<file path="src/rtl/multicycle_slice_adder.sv">
// multicycle_slice_adder: adds two WIDTH-bit operands SLICE bits per cycle,
// LSB slice first, with the carry registered between slices so the critical
// path is one SLICE-bit ripple regardless of WIDTH. Valid/ready on both sides.
//
// Optional: define MULTICYCLE_SLICE_ADDER_OVF_EN to build the signed-overflow
// flag; otherwise ovf is tied low and no overflow logic exists.
//
// state | meaning
// ------+---------------------------------------------------------------
// IDLE  | in_ready high, waiting for an operand set
// RUN   | one slice added per edge, idx_q selects the slice
// DONE  | result held with out_valid high until out_ready

module multicycle_slice_adder #(
    parameter int WIDTH = 16,
    parameter int SLICE = 4
) (
    input  logic             clk,
    input  logic             rst,
    input  logic             in_valid,
    output logic             in_ready,
    input  logic [WIDTH-1:0] a,
    input  logic [WIDTH-1:0] b,
    input  logic             c_in,
    output logic             out_valid,
    input  logic             out_ready,
    output logic [WIDTH-1:0] f,
    output logic             c_out,
    output logic             ovf
);

    localparam int NSLICE = WIDTH / SLICE;
    localparam int IDXW   = (NSLICE > 1) ? $clog2(NSLICE) : 1;
    localparam logic [IDXW-1:0] LAST_IDX = IDXW'(NSLICE - 1);

    // Reject geometries where the slices do not tile the operand exactly.
    generate
        if (WIDTH < 1 || SLICE < 1 || (WIDTH % SLICE) != 0) begin : g_param_check
            $error("multicycle_slice_adder: WIDTH must be >= 1 and a multiple of SLICE");
        end
    endgenerate

    typedef enum logic [1:0] {
        S_IDLE = 2'd0,
        S_RUN  = 2'd1,
        S_DONE = 2'd2
    } state_t;

    state_t           state_q;
    logic [IDXW-1:0]  idx_q;
    logic [WIDTH-1:0] a_q;
    logic [WIDTH-1:0] b_q;
    logic             carry_q;
    logic [WIDTH-1:0] f_q;
    logic             c_out_q;
    logic             in_ready_q;
    logic             out_valid_q;

    logic [31:0]      base_d;
    logic [SLICE-1:0] slice_a_d;
    logic [SLICE-1:0] slice_b_d;
    logic [SLICE:0]   sum_d;

    // Current slice of the latched operands plus the registered carry.
    always_comb begin
        base_d    = 32'(idx_q) * SLICE;
        slice_a_d = a_q[base_d +: SLICE];
        slice_b_d = b_q[base_d +: SLICE];
        sum_d     = {1'b0, slice_a_d} + {1'b0, slice_b_d} + {{SLICE{1'b0}}, carry_q};
    end

`ifdef MULTICYCLE_SLICE_ADDER_OVF_EN
    logic ovf_q;
    logic ovf_d;

    // On the last slice sum_d[SLICE-1] is the final sum MSB.
    always_comb begin
        ovf_d = (a_q[WIDTH-1] == b_q[WIDTH-1]) && (sum_d[SLICE-1] != a_q[WIDTH-1]);
    end

    assign ovf = ovf_q;
`else
    assign ovf = 1'b0;
`endif

    // Sequencing FSM with all outputs registered.
    always_ff @(posedge clk or posedge rst) begin
        if (rst) begin
            state_q     <= S_IDLE;
            idx_q       <= '0;
            a_q         <= '0;
            b_q         <= '0;
            carry_q     <= 1'b0;
            f_q         <= '0;
            c_out_q     <= 1'b0;
            in_ready_q  <= 1'b1;
            out_valid_q <= 1'b0;
`ifdef MULTICYCLE_SLICE_ADDER_OVF_EN
            ovf_q       <= 1'b0;
`endif
        end else begin
            case (state_q)
                S_IDLE: begin
                    if (in_valid) begin
                        a_q        <= a;
                        b_q        <= b;
                        carry_q    <= c_in;
                        idx_q      <= '0;
                        in_ready_q <= 1'b0;
                        state_q    <= S_RUN;
                    end
                end
                S_RUN: begin
                    f_q[base_d +: SLICE] <= sum_d[SLICE-1:0];
                    carry_q              <= sum_d[SLICE];
                    if (idx_q == LAST_IDX) begin
                        c_out_q     <= sum_d[SLICE];
`ifdef MULTICYCLE_SLICE_ADDER_OVF_EN
                        ovf_q       <= ovf_d;
`endif
                        idx_q       <= '0;
                        out_valid_q <= 1'b1;
                        state_q     <= S_DONE;
                    end else begin
                        idx_q <= idx_q + 1'b1;
                    end
                end
                S_DONE: begin
                    if (out_ready) begin
                        out_valid_q <= 1'b0;
                        in_ready_q  <= 1'b1;
                        state_q     <= S_IDLE;
                    end
                end
                default: begin
                    state_q <= S_IDLE;
                end
            endcase
        end
    end

    assign in_ready  = in_ready_q;
    assign out_valid = out_valid_q;
    assign f         = f_q;
    assign c_out     = c_out_q;

endmodule
</file>
<file path="config.mk">
export PLATFORM = sky130hd
export DESIGN_NAME = multicycle_slice_adder
export DESIGN_NICKNAME = d
export VERILOG_FILES = /design/src/rtl/multicycle_slice_adder.sv
export SDC_FILE = /design/constraint.sdc
export NUM_CORES = 1
export LEC_CHECK = 0
export ABC_AREA = 1
export ABC_CLOCK_PERIOD_IN_PS = 2700
export CAP_MARGIN = 0
export CORE_MARGIN = 2
export CORE_UTILIZATION = 51
export DETAILED_ROUTE_END_ITERATION = 8
export GPL_TIMING_DRIVEN = 0
export PLACE_DENSITY = 0.82
export SYNTH_ARGS = -nofsm -noshare
export SYNTH_HDL_FRONTEND = slang
export SYNTH_SLANG_ARGS = --single-unit
</file>
<file path="constraint.sdc">
create_clock -name clk -period 2.7 [get_ports clk]
set_input_delay 0.81 -clock clk [delete_from_list [all_inputs] [get_ports clk]]
set_output_delay 0.81 -clock clk [all_outputs]
set_load 0.03 [all_outputs]
</file>
; ---- Yosys cells after proc, flatten, opt, wreduce, memory -nomap -nowiden
; Cells that the tools add are included.
[totals]
reg_bits = 56
latchBits = 0
mem_bits_rw = 0
rom_bits = 0
in_bits = 37
out_inout_bits = 20
word_cells = 49
memories = 0
[classes]
n_addsub = 4
n_mul = 0
n_div = 0
n_lt_le_gt_ge = 0
eq_ne = 6
shift = 4
n_mux = 16
n_bitwise = 0
reduce_logical = 10
[ops]
columns = operator, count
row1 = negation 4 -> 34 bit, 1
row2 = variable shift 4 x 34 -> 16 bit (first input constant), 1
row3 = indexed part select 4 x 34 -> 16 bit, 1
row4 = indexed part select 16 x 5 -> 4 bit, 2
row5 = bitwise mux 16 bit, 1
row6 = 2-to-1 mux 2 bit, 5
row7 = AND reduction 3 bit, 3
row8 = inequality test 2 bit (second input constant), 3
row9 = one-hot mux 1 bit (2 select lines), 3
row10 = one-hot mux 2 bit (3 select lines), 1
row11 = AND reduction 2 bit, 3
row12 = nonzero test 2 bit, 3
row13 = adder 4 x 4 -> 5 bit, 1
row14 = adder 5 x 1 -> 5 bit, 1
row15 = 2-to-1 mux 1 bit, 5
row16 = == test 2 bit (second input constant), 2
row17 = one-hot mux 2 bit (2 select lines), 1
row18 = adder 2 x 1 -> 2 bit (second input constant), 1
row19 = == test 2 x 1 -> 1 bit (second input constant), 1
row20 = logical NOT 2 bit, 1

; ---- Logic depth before layout (Yosys ltp)
; Gate-level depths: netlist of run 1.
[depth]
ltp_word = 5
mapped_depth = 12

; ---- Worst setup path after synthesis of run 1
; No wires, ideal clock.
[synth_timing]
kind = reg2reg
from = register idx_q[0]
to = register f_q[13], in the netlist f[13]
setup_time_ns = 0.076
arrival_time_ns = 2.236
t_required_ns = 2.624
setup_slack_ns = 0.387
path_stages_with_launch = 12
period_less_slack_ns = 2.313
path_cell_list = dfrtp_1 -> buf_6 -> inv_1 -> buf_4 -> o21ai_0 -> o22ai_1 -> fa_1 -> inv_1 -> fa_1 -> nor2_1 -> nand2_1 -> o21ai_1
[synth_between]
elab_chain_len = 5
word_cells_on_any_way = 8
[synth_lines]
columns = item, line_no
row1 = from (decl), 50  ; logic [IDXW-1:0] idx_q;
row2 = from (signal assigned), 125  ; idx_q <= idx_q + 1'b1;
row3 = "indexed part select 16 x 5 -> 4 bit, on equally long branches", "67, 68"
row4 = adder 4 x 4 -> 5 bit, 69  ; sum_d = {1'b0, slice_a_d} + {1'b0, slice_b_d} + {{SLICE{1'b0}}, carry_q};
row5 = adder 5 x 1 -> 5 bit, 69
row6 = indexed part select 4 x 34 -> 16 bit, 114  ; f_q[base_d +: SLICE] <= sum_d[SLICE-1:0];
row7 = bitwise mux 16 bit *, 114
row8 = "to (signal, indexed assignment)", 114
row9 = to (decl), 54  ; logic [WIDTH-1:0] f_q;
; Mark *: on every way between the ends. The rest lies on a longest branch, timed or not.
; A chain may end at the register's enable or synchronous reset.

; ---- Worst setup path in the final report of run 1
; Same ends and word-level chain as after synthesis.

==> impl_metrics.json, run 1 <==
{
  "grt_max_degree": 31,
  "h-tree-depth": 2,
  "grt_first_pass_wirelength_um": 10100,
  "gp_congestion": 0.852,
  "die_w_um": 77.5,
  "p_total_w": 0.00449,
  "rrSetupSlack_ns": 0.17,
  "worstPathArrival_ns": 2.77,
  "cts_tree": "done",
  "hold_viol": 0,
  "worstHoldStart": "in_ready",
  "yosysTopAreaCell": "dfrtp_1",
  "synthCells": 326,
  "max_freq_mhz": 395,
  "r2r_cells": 11,
  "maxCapViolCount": 0,
  "rsz0062_at_grt": "no",
  "fin_area_sq_um": 3550,
  "whs_path_depth": 2,
  "grt_pass1_vias": 2304,
  "ir_drop_mv": 0.624,
  "grt.total_usage_pct": 21.2,
  "tns_ns": 0,
  "ys_seq_area_share_pct": 50.9,
  "wl_um": 5920,
  "yosys_warnings": 0,
  "final-setup-viol-count": 0,
  "synth_cell_type_count": 33,
  "period_share_pct": 93.7,
  "grt.overflow.total": 0,
  "cp_max_fo": 12,
  "clock_sinks": 56,
  "first_pass_iters": 5,
  "worstSetupEndpointType": "register",
  "dieHeight_um": 77.5,
  "die-area_sq_um": 6010,
  "cts_root_buf": "clkbuf_8",
  "min_period_ns": 2.53,
  "routedWlPerCell_um": 12.8,
  "start_util_pct": 53.3,
  "clockBufferDepth": 2,
  "worstReg2RegStart": "idx_q[0]",
  "final_cells": 462,
  "final_net_count": 439,
  "ios": 57,
  "r2r-end": "f[13]",
  "placed_cells": 452,
  "synthArstFlopShare_pct": 100,
  "drv_slew": 0,
  "dpl_cell_area_sq_um": 3420,
  "core_area_sq_um": 5170,
  "synth_fp_nets": 374,
  "numPortBuffers": 55,
  "slew-limit-headroom_pct": 62.3,
  "rows": 26,
  "antenna_found_initial": 0,
  "finalClockSkew_ns": 0.00678,
  "cp-start-kind": "register",
  "synth_edf_count": 0,
  "powerDensity_nw_per_um2": 1260,
  "critPathRequiredTime_ns": 2.94,
  "netlist_area_sq_um": 2760,
  "synthTopCellsByCount": "145 x nand2_1, 55 x dfrtp_1, 17 x o21ai_0",
  "num_vias": 2306,
  "syn_area_per_cell_sq_um": 8.46,
  "diodes": 0,
  "status": "finished, final reports clean",
  "area_delta_synth_final_pct": 28.7,
  "netlist_top_cells_area": "dfrtp_1 50%, nand2_1 20%, ha_1 4.1%",
  "synth_flop_cell": "dfrtp_1",
  "drive_gt1_share_pct": 12.2,
  "yosysMostFrequentCell": "nand2_1",
  "cellLeakagePower_nw": 1.76,
  "cts_made_buffers": 5,
  "synth.top_cell.area_share_pct": 49.9,
  "drt_iter0_markers": 104,
  "drcViolationCount": 0,
  "hold_path.class": "register to register",
  "worstSetupPathType": "register to register",
  "synth_seq_cells": 56,
  "clk_pin_slew_ns": 0.09,
  "ant_nets": 0,
  "vias_per_cell": 4.99,
  "worst_pin_slew_ns": 0.565,
  "clock_latency_ns": 0.31,
  "hold_path_end": "in_ready",
  "dp_hpwl_um": 4340
}
==> stage by stage <==
step | util, % | setup WS [ns] | hold WS (ns)
after floorplan | - | 0.387 | 0.444
final | 68.6 | 0.169 | 0.476
after detailed placement | 66.0 | -0.0223 | 0.457
after CTS | 68.1 | 0.0351 | 0.474
after global routing | 68.6 | 0.00704 | 0.499
after global placement | 65.7 | -0.413 | 0.454
==> what timing repair did <==
action	4_1_cts	5_1_grt
setup buffers	1	1
hold buffers	0	0
setup endpoints to repair	4	8
gates resized for setup	1	10
pin swaps	0	1
==> state kept, by name (all words and copies together), names as in the netlist <==
register / count
c_out: 1
b_q: 16
state_q: 2
carry_q: 1
a_q: 16
out_valid: 1
idx_q: 2
in_ready: 1
f: 16
==> layer usage <==
metal	vias up	wire length [um]	track usage, %
met5	-	0	0
met4	0	87	6.79
met3	9	311	4.42
met2	69	2970	37.3
met1	1074	2550	26.2
li1	1154	-	-
==> area by class of cell <==
cell class / count / area, sq um
Buffer: 12 / 104
Clock buffer: 8 / 90.1
Sequential cell: 56 / 1400
Inverter: 23 / 95.1
Multi-Input combinational cell: 235 / 1180
Timing Repair Buffer: 58 / 586
Tap cell: 70 / 87.6
Fill cell: 423 / 1620
==> where the power goes <==
| group | total (W) | internal, W | switching, W |
|---|---|---|---|
| combinational | 0.00259 | 0.000973 | 0.00162 |
| clock | 0.000466 | 0.000210 | 0.000256 |
| sequential | 0.00143 | 0.00120 | 0.000230 |
==> critical path, cell delays in order, from the launching register on <==
cell and delay (ns):
dfrtp_1 0.38, buf_6 0.16, clkinvlp_4 0.11, buf_6 0.16, o21ai_1 0.16, o22ai_2 0.11
fa_1 0.43, inv_1 0.08, fa_1 0.47, nor2_2 0.15, nand2_1 0.08, o21ai_1 0.15
==> how the worst max path moves through the flow <==
stage | startpoint | end | slack [ns] | cells past startpoint
2_1_floorplan | idx_q[0] | f[13] | 0.39 | 11
3_3_place_gp | rst | a_q[2] | -0.41 | 2
3_5_place_dp | idx_q[0] | f[14] | -0.02 | 12
4_1_cts | idx_q[0] | f[14] | 0.04 | 12
5_1_grt | idx_q[0] | f[13] | 0.007 | 11
6_report | idx_q[0] | f[13] | 0.17 | 11
==> logic make-up (layout without fill, tap and decap cells) <==
kind of cell    after synthesis  in the layout  synth area share [%]
simple gates                184            184                  28.5
fa+ha+maj                    11             11                  5.54
compound gates               38             38                  7.80
other cells                   1              1                 0.136
flops                        56             56                  50.9
xor+xnor                      1              1                 0.318
buf+inv                      35            101                  6.81
==> placed cells by master (no fill, tap or decap), drive strengths merged <==
cell / Yosys / layout
a21oi: 3 / 3
a32oi: 2 / 2
and3: 1 / 1
buf: 11 / 13
clkbuf: 1 / 10
clkdlybuf4s50: 0 / 55
clkinvlp: 0 / 1
conb: 1 / 1
dfrtp: 55 / 55
dfstp: 1 / 1
fa: 2 / 2
ha: 9 / 9
inv: 23 / 22
nand2: 148 / 148
nand3: 9 / 9
nand4: 3 / 3
nor2: 21 / 21
nor3: 2 / 2
o21ai: 26 / 26
o22ai: 6 / 6
o31ai: 1 / 1
xor2: 1 / 1
No activity file was read; power rests on OpenSTA's default activity.
==> inputs of run 2 (changes only) <==
--- a/config.mk
+++ b/config.mk
@@ -9,10 +9,11 @@
 export ABC_CLOCK_PERIOD_IN_PS = 2700
 export CAP_MARGIN = 0
 export CORE_MARGIN = 2
-export CORE_UTILIZATION = 51
+export CORE_UTILIZATION = 63
 export DETAILED_ROUTE_END_ITERATION = 8
+export DONT_BUFFER_PORTS = 1
 export GPL_TIMING_DRIVEN = 0
-export PLACE_DENSITY = 0.82
+export PLACE_DENSITY = 0.81
 export SYNTH_ARGS = -nofsm -noshare
 export SYNTH_HDL_FRONTEND = slang
 export SYNTH_SLANG_ARGS = --single-unit
==> run 2 against run 1 <==
Effect of this change:
- final cell count shrank 16%
- combinational power shrank 19%
- clock power shrank 1%
- die area shrank 18%
- clock-buffer cell count is the same
- worst hold slack lost 0.057 ns
- global-route usage grew 2.9 points
- register-to-register slack lost 0.09 ns
- flip-flop and latch count is the same
- sequential power grew 14%
- via count shrank 7.3%
- design area shrank 16%
- critical path type unchanged
- highest routed layer unchanged
==> impl_metrics.json, run 2 (synthesized netlist as in run 1, its figures left out) <==
{
  "status": "finished, final reports clean",
  "numPortBuffers": 0,
  "hold_viol": 0,
  "drt_iter0_markers": 118,
  "h-tree-depth": 2,
  "period_share_pct": 97.1,
  "cp_common_cell": "buf_6",
  "area_delta_synth_final_pct": 7.80,
  "finalClockSkew_ns": 0.00538,
  "regArea_sq_um": 1410,
  "maxCapViolCount": 0,
  "fill_cells": 359,
  "ant_nets": 0,
  "clock_sinks": 56,
  "multi_input_area_sq_um": 1180,
  "ir_drop_mv": 0.659,
  "slowest_stage": "fa_1",
  "power.internal_w": 0.00218,
  "grt_pass1_vias": 2049,
  "dieHeight_um": 70.2,
  "grt_max_degree": 32,
  "num_vias": 2138,
  "mostFrequentLayoutCells": "145 x nand2_1, 53 x dfrtp_1, 17 x o21ai_0",
  "max_freq_mhz": 381,
  "cp_max_fo": 12,
  "timing.hold.ws_ns": 0.419,
  "drcViolationCount": 0,
  "wl_um": 5530,
  "cp_cell_sequence": "buf_6, clkinvlp_4, buf_6, o21ai_0, o22ai_2, fa_2, inv_1, fa_1, nor2_2, nand2_1, o21ai_1",
  "routedWlPerCell_um": 14.2,
  "power_switching_w": 0.00202,
  "dp_hpwl_um": 4110,
  "die_w_um": 70.2,
  "tns_ns": 0,
  "worst_pin_slew_ns": 0.540,
  "clk_pin_slew_ns": 0.09,
  "cts_made_buffers": 5,
  "slew-limit-headroom_pct": 63.9,
  "cp-start-kind": "register",
  "clkPwrFrac_pct": 11.0,
  "core_area_sq_um": 4290,
  "worstPathArrival_ns": 2.86,
  "rows": 24,
  "p_seq_share_pct": 38.9,
  "grt_first_pass_wirelength_um": 9250,
  "p_sw_share_pct": 48.1,
  "layout_commonest_cell": "nand2_1",
  "grt.overflow.total": 0,
  "final-setup-viol-count": 0,
  "gp_congestion": 0.893,
  "dpl_cell_area_sq_um": 2840,
  "powerDensity_nw_per_um2": 1410,
  "cellLeakagePower_nw": 1.55,
  "drv_slew": 0,
  "drive_gt1_share_pct": 14.5,
  "start_util_pct": 64.2,
  "comb_power_share_pct": 50.2,
  "vias_per_cell": 5.50,
  "hold_path.class": "input port to async pin",
  "clock_latency_ns": 0.30,
  "min_period_ns": 2.62,
  "holdBufCountCts": 0,
  "diodes": 0,
  "critPathRequiredTime_ns": 2.94,
  "final_net_count": 384,
  "fin_area_sq_um": 2970,
  "die-area_sq_um": 4920,
  "worstSetupEndpointType": "register",
  "grt.total_usage_pct": 24.1,
  "cts_tree": "done",
  "crit_buf_inv": 4,
  "worstSetupPathType": "register to register",
  "first_pass_iters": 4,
  "slowest_delay_ns": 0.47,
  "cp_top_family": "adder cells",
  "clockBufferDepth": 2,
  "cts_root_buf": "clkbuf_8",
  "antenna_found_initial": 0,
  "ios": 57
}
-- run 2: final timing paths --
check / start / endpoint / slack, ns / cells past startpoint
min in group clk: a_q[6] / a_q[6] / 0.48 / 2
worst max-delay path: idx_q[0] / f[5] / 0.08 / 11
worst min register to register: a_q[6] / a_q[6] / 0.48 / 2
max in group asynchronous: rst / in_ready / 1.68 / 2
worst min-delay path: rst / out_valid / 0.42 / 1
worst max register to register: idx_q[0] / f[5] / 0.08 / 11
-- run 2: worst register-to-register path: stages, from the launching register on --
cell and delay (ns):
dfrtp_2 0.42, buf_6 0.16, clkinvlp_4 0.11, buf_6 0.16
o21ai_0 0.22, o22ai_2 0.15, fa_2 0.41, inv_1 0.08
fa_1 0.47, nor2_2 0.14, nand2_1 0.09, o21ai_1 0.14
-- run 2: what timing repair did --
action | CTS | global route
pin swaps | 0 | 2
gates resized for setup | 1 | 8
endpoints found under the setup margin | 2 | 8
buffers inserted | 0 | 2
-- run 2: final cells by class --
cell class              instances  area share, %
plain buffers                  12           3.49
clock buffers                   8           3.03
inverters                      23           3.20
multi-input cells             235           39.6
flip-flops and latches         56           47.3
well taps                      52           2.19
repair buffers                  3           1.18
-- run 2: metal layers --
| layer | up-vias | routed length (um) | GRT usage (%) |
|---|---|---|---|
| li1 | 1045 | - | - |
| met1 | 1007 | 2420 | 29.8 |
| met2 | 71 | 2700 | 40.2 |
| met3 | 15 | 268 | 6.49 |
| met4 | 0 | 136 | 10.0 |
| met5 | - | 0 | 0 |
-- run 2: stage by stage --
step	power [W]	util, %	worst slack, ns	instances
4_1_cts	0.00411	68.3	0.00916	387
2_1_floorplan	0.00316	-	0.387	326
3_5_place_dp	0.00365	66.2	-0.00657	379
5_1_grt	0.00457	69.2	-0.0218	389
3_3_place_gp	0.00356	65.7	0.0191	378
6_report	0.00420	69.2	0.0785	389
-- run 2: power by group through the flow --
stage	sequential, W	clock [W]	combinational, W
floorplan	0.00157	0	0.00159
detailed placement	0.00165	0	0.00200
CTS	0.00163	0.000464	0.00201
global route	0.00168	0.000500	0.00239
global placement	0.00163	0	0.00193
finish	0.00163	0.000460	0.00211
==> inputs of run 3 (changes only) <==
--- a/config.mk
+++ b/config.mk
@@ -14,6 +14,7 @@
 export DONT_BUFFER_PORTS = 1
 export GPL_TIMING_DRIVEN = 0
 export PLACE_DENSITY = 0.81
+export SLEW_MARGIN = 40
 export SYNTH_ARGS = -nofsm -noshare
 export SYNTH_HDL_FRONTEND = slang
 export SYNTH_SLANG_ARGS = --single-unit
==> run 3 against run 2 <==
Effect of this change:
- clock power grew 1%
- setup slack gained 0.069 ns
- global-route usage shrank 0.069 points
- worst hold slack lost 0.091 ns
- sequential share of layout area is the same
- via count shrank 1.6%
- design area is the same
- maximum frequency grew 2.7%
- critical path depth is the same
- first-iteration DRC count grew 5.1%
- sequential power is essentially flat
- critical endpoint unchanged
- largest cell class unchanged
==> impl_metrics.json, run 3 (synthesized netlist as in run 1, its figures left out) <==
{
  "status": "finished, final reports clean",
  "cts_made_buffers": 5,
  "cts_tree": "done",
  "tns_ns": 0,
  "ir_drop_mv": 0.639,
  "clock_latency_ns": 0.31,
  "grt_pass1_vias": 2069,
  "num_vias": 2103,
  "fin_area_sq_um": 2970,
  "rows": 24,
  "vias_per_cell": 5.42,
  "r2r-end": "f[5]",
  "dpl_cell_area_sq_um": 2850,
  "powerDensity_nw_per_um2": 1410,
  "worstPathArrival_ns": 2.80,
  "gp_congestion": 0.893,
  "clock_sinks": 56,
  "cp_cell_sequence": "buf_6, clkinvlp_4, buf_6, o21ai_0, o22ai_2, fa_2, inv_1, fa_1, nor2_2, nand2_1, o21ai_1",
  "cp_max_fo": 12,
  "drcViolationCount": 0,
  "finalClockSkew_ns": 0.00848,
  "crit_start": "idx_q[0]",
  "numPortBuffers": 0,
  "period_share_pct": 94.6,
  "dpl_worst_slack_ns": -0.00742,
  "cp_common_cell": "buf_6",
  "wl_um": 5500,
  "drv_slew": 0,
  "core_area_sq_um": 4290,
  "dp_hpwl_um": 4110,
  "final_net_count": 383,
  "diodes": 0,
  "h-tree-depth": 2,
  "r2r_cells": 11,
  "drive_gt1_share_pct": 14.9,
  "grt.overflow.total": 0,
  "area_delta_synth_final_pct": 7.80,
  "worstSetupPathType": "register to register",
  "layout_commonest_cell": "nand2_1",
  "worstReg2RegStart": "idx_q[0]",
  "final_util_pct": 69.2,
  "ios": 57,
  "final-setup-viol-count": 0,
  "slowest_stage": "fa_1",
  "min_period_ns": 2.55,
  "clockBufferDepth": 2,
  "antenna_found_initial": 0,
  "critPathRequiredTime_ns": 2.95,
  "routedWlPerCell_um": 14.2,
  "cp-start-kind": "register",
  "grt_max_degree": 31,
  "hold_path.class": "input port to async pin",
  "start_util_pct": 64.2,
  "first_pass_iters": 5,
  "slowest_delay_ns": 0.47,
  "maxCapViolCount": 0,
  "grt_first_pass_wirelength_um": 9270,
  "placed_cells": 379,
  "mostFrequentLayoutCells": "145 x nand2_1, 53 x dfrtp_1, 16 x o21ai_0",
  "max_freq_mhz": 392,
  "final_cells": 388,
  "drt_iter0_markers": 124,
  "dieHeight_um": 70.2,
  "rrSetupSlack_ns": 0.15,
  "grt.total_usage_pct": 24.1,
  "worstSetupEndpointType": "register",
  "worst_slack_ns": 0.147,
  "cellLeakagePower_nw": 1.55,
  "clk_pin_slew_ns": 0.10,
  "hold_viol": 0,
  "die-area_sq_um": 4920,
  "cts_root_buf": "clkbuf_8",
  "die_w_um": 70.2,
  "ant_nets": 0
}
==> run 3: routing by layer <==
layer	part of all wire, %	wire [um]	up-vias	GRT usage [%]
met5	0	0	-	0
met4	2.2	123	0	9.19
met3	4.6	255	13	6.93
met2	49	2720	59	39.9
met1	44	2410	988	29.9
li1	-	-	1043	-
==> run 3: worst max-delay path: cells and delay by family, from the launching register on <==
family | cells | cell delay [ns]
adders and majority gates | 2 | 0.88
AOI/OAI and AO/OA | 3 | 0.47
buffers and inverters | 4 | 0.49
DFF | 1 | 0.42
and+or+nand+nor | 2 | 0.22
==> run 3: cell type report <==
cell class | instances | area [sq um]
Clock inverter | 2 | 10.0
Inverter | 23 | 97.6
Fill cell | 342 | 1320
Sequential cell | 56 | 1410
Timing Repair Buffer | 2 | 27.5
Tap cell | 52 | 65.1
Clock buffer | 6 | 82.6
Multi-Input combinational cell | 235 | 1180
Buffer | 12 | 106
==> run 3: report_power, final <==
part / total [W] / internal (W) / switching, W / leakage (nW)
sequential: 0.00163 / 0.00120 / 0.000426 / 0.710
combinational: 0.00210 / 0.000761 / 0.00134 / 0.788
clock: 0.000466 / 0.000205 / 0.000261 / 0.0510
==> run 3: worst max path at each step <==
stage | cells after the start | slack (ns) | to
4_1_cts | 12 | 0.02 | f[14]
5_1_grt | 11 | -0.006 | f[13]
2_1_floorplan | 11 | 0.39 | f[13]
6_report | 11 | 0.15 | f[5]
3_5_place_dp | 11 | -0.007 | f[14]
3_3_place_gp | 1 | 0.02 | a_q[10]
==> run 3: timing repair <==
item,CTS,global route
setup endpoints to repair,4,8
hold buffers,0,0
setup buffers,0,1
resized for setup,2,9
pin swaps,0,2
==> run 3: stage by stage <==
stage	hold WS, ns	power, W
2_1_floorplan	0.444	0.00316
3_3_place_gp	0.457	0.00356
3_5_place_dp	0.460	0.00365
4_1_cts	0.335	0.00412
5_1_grt	0.340	0.00456
6_report	0.328	0.00420
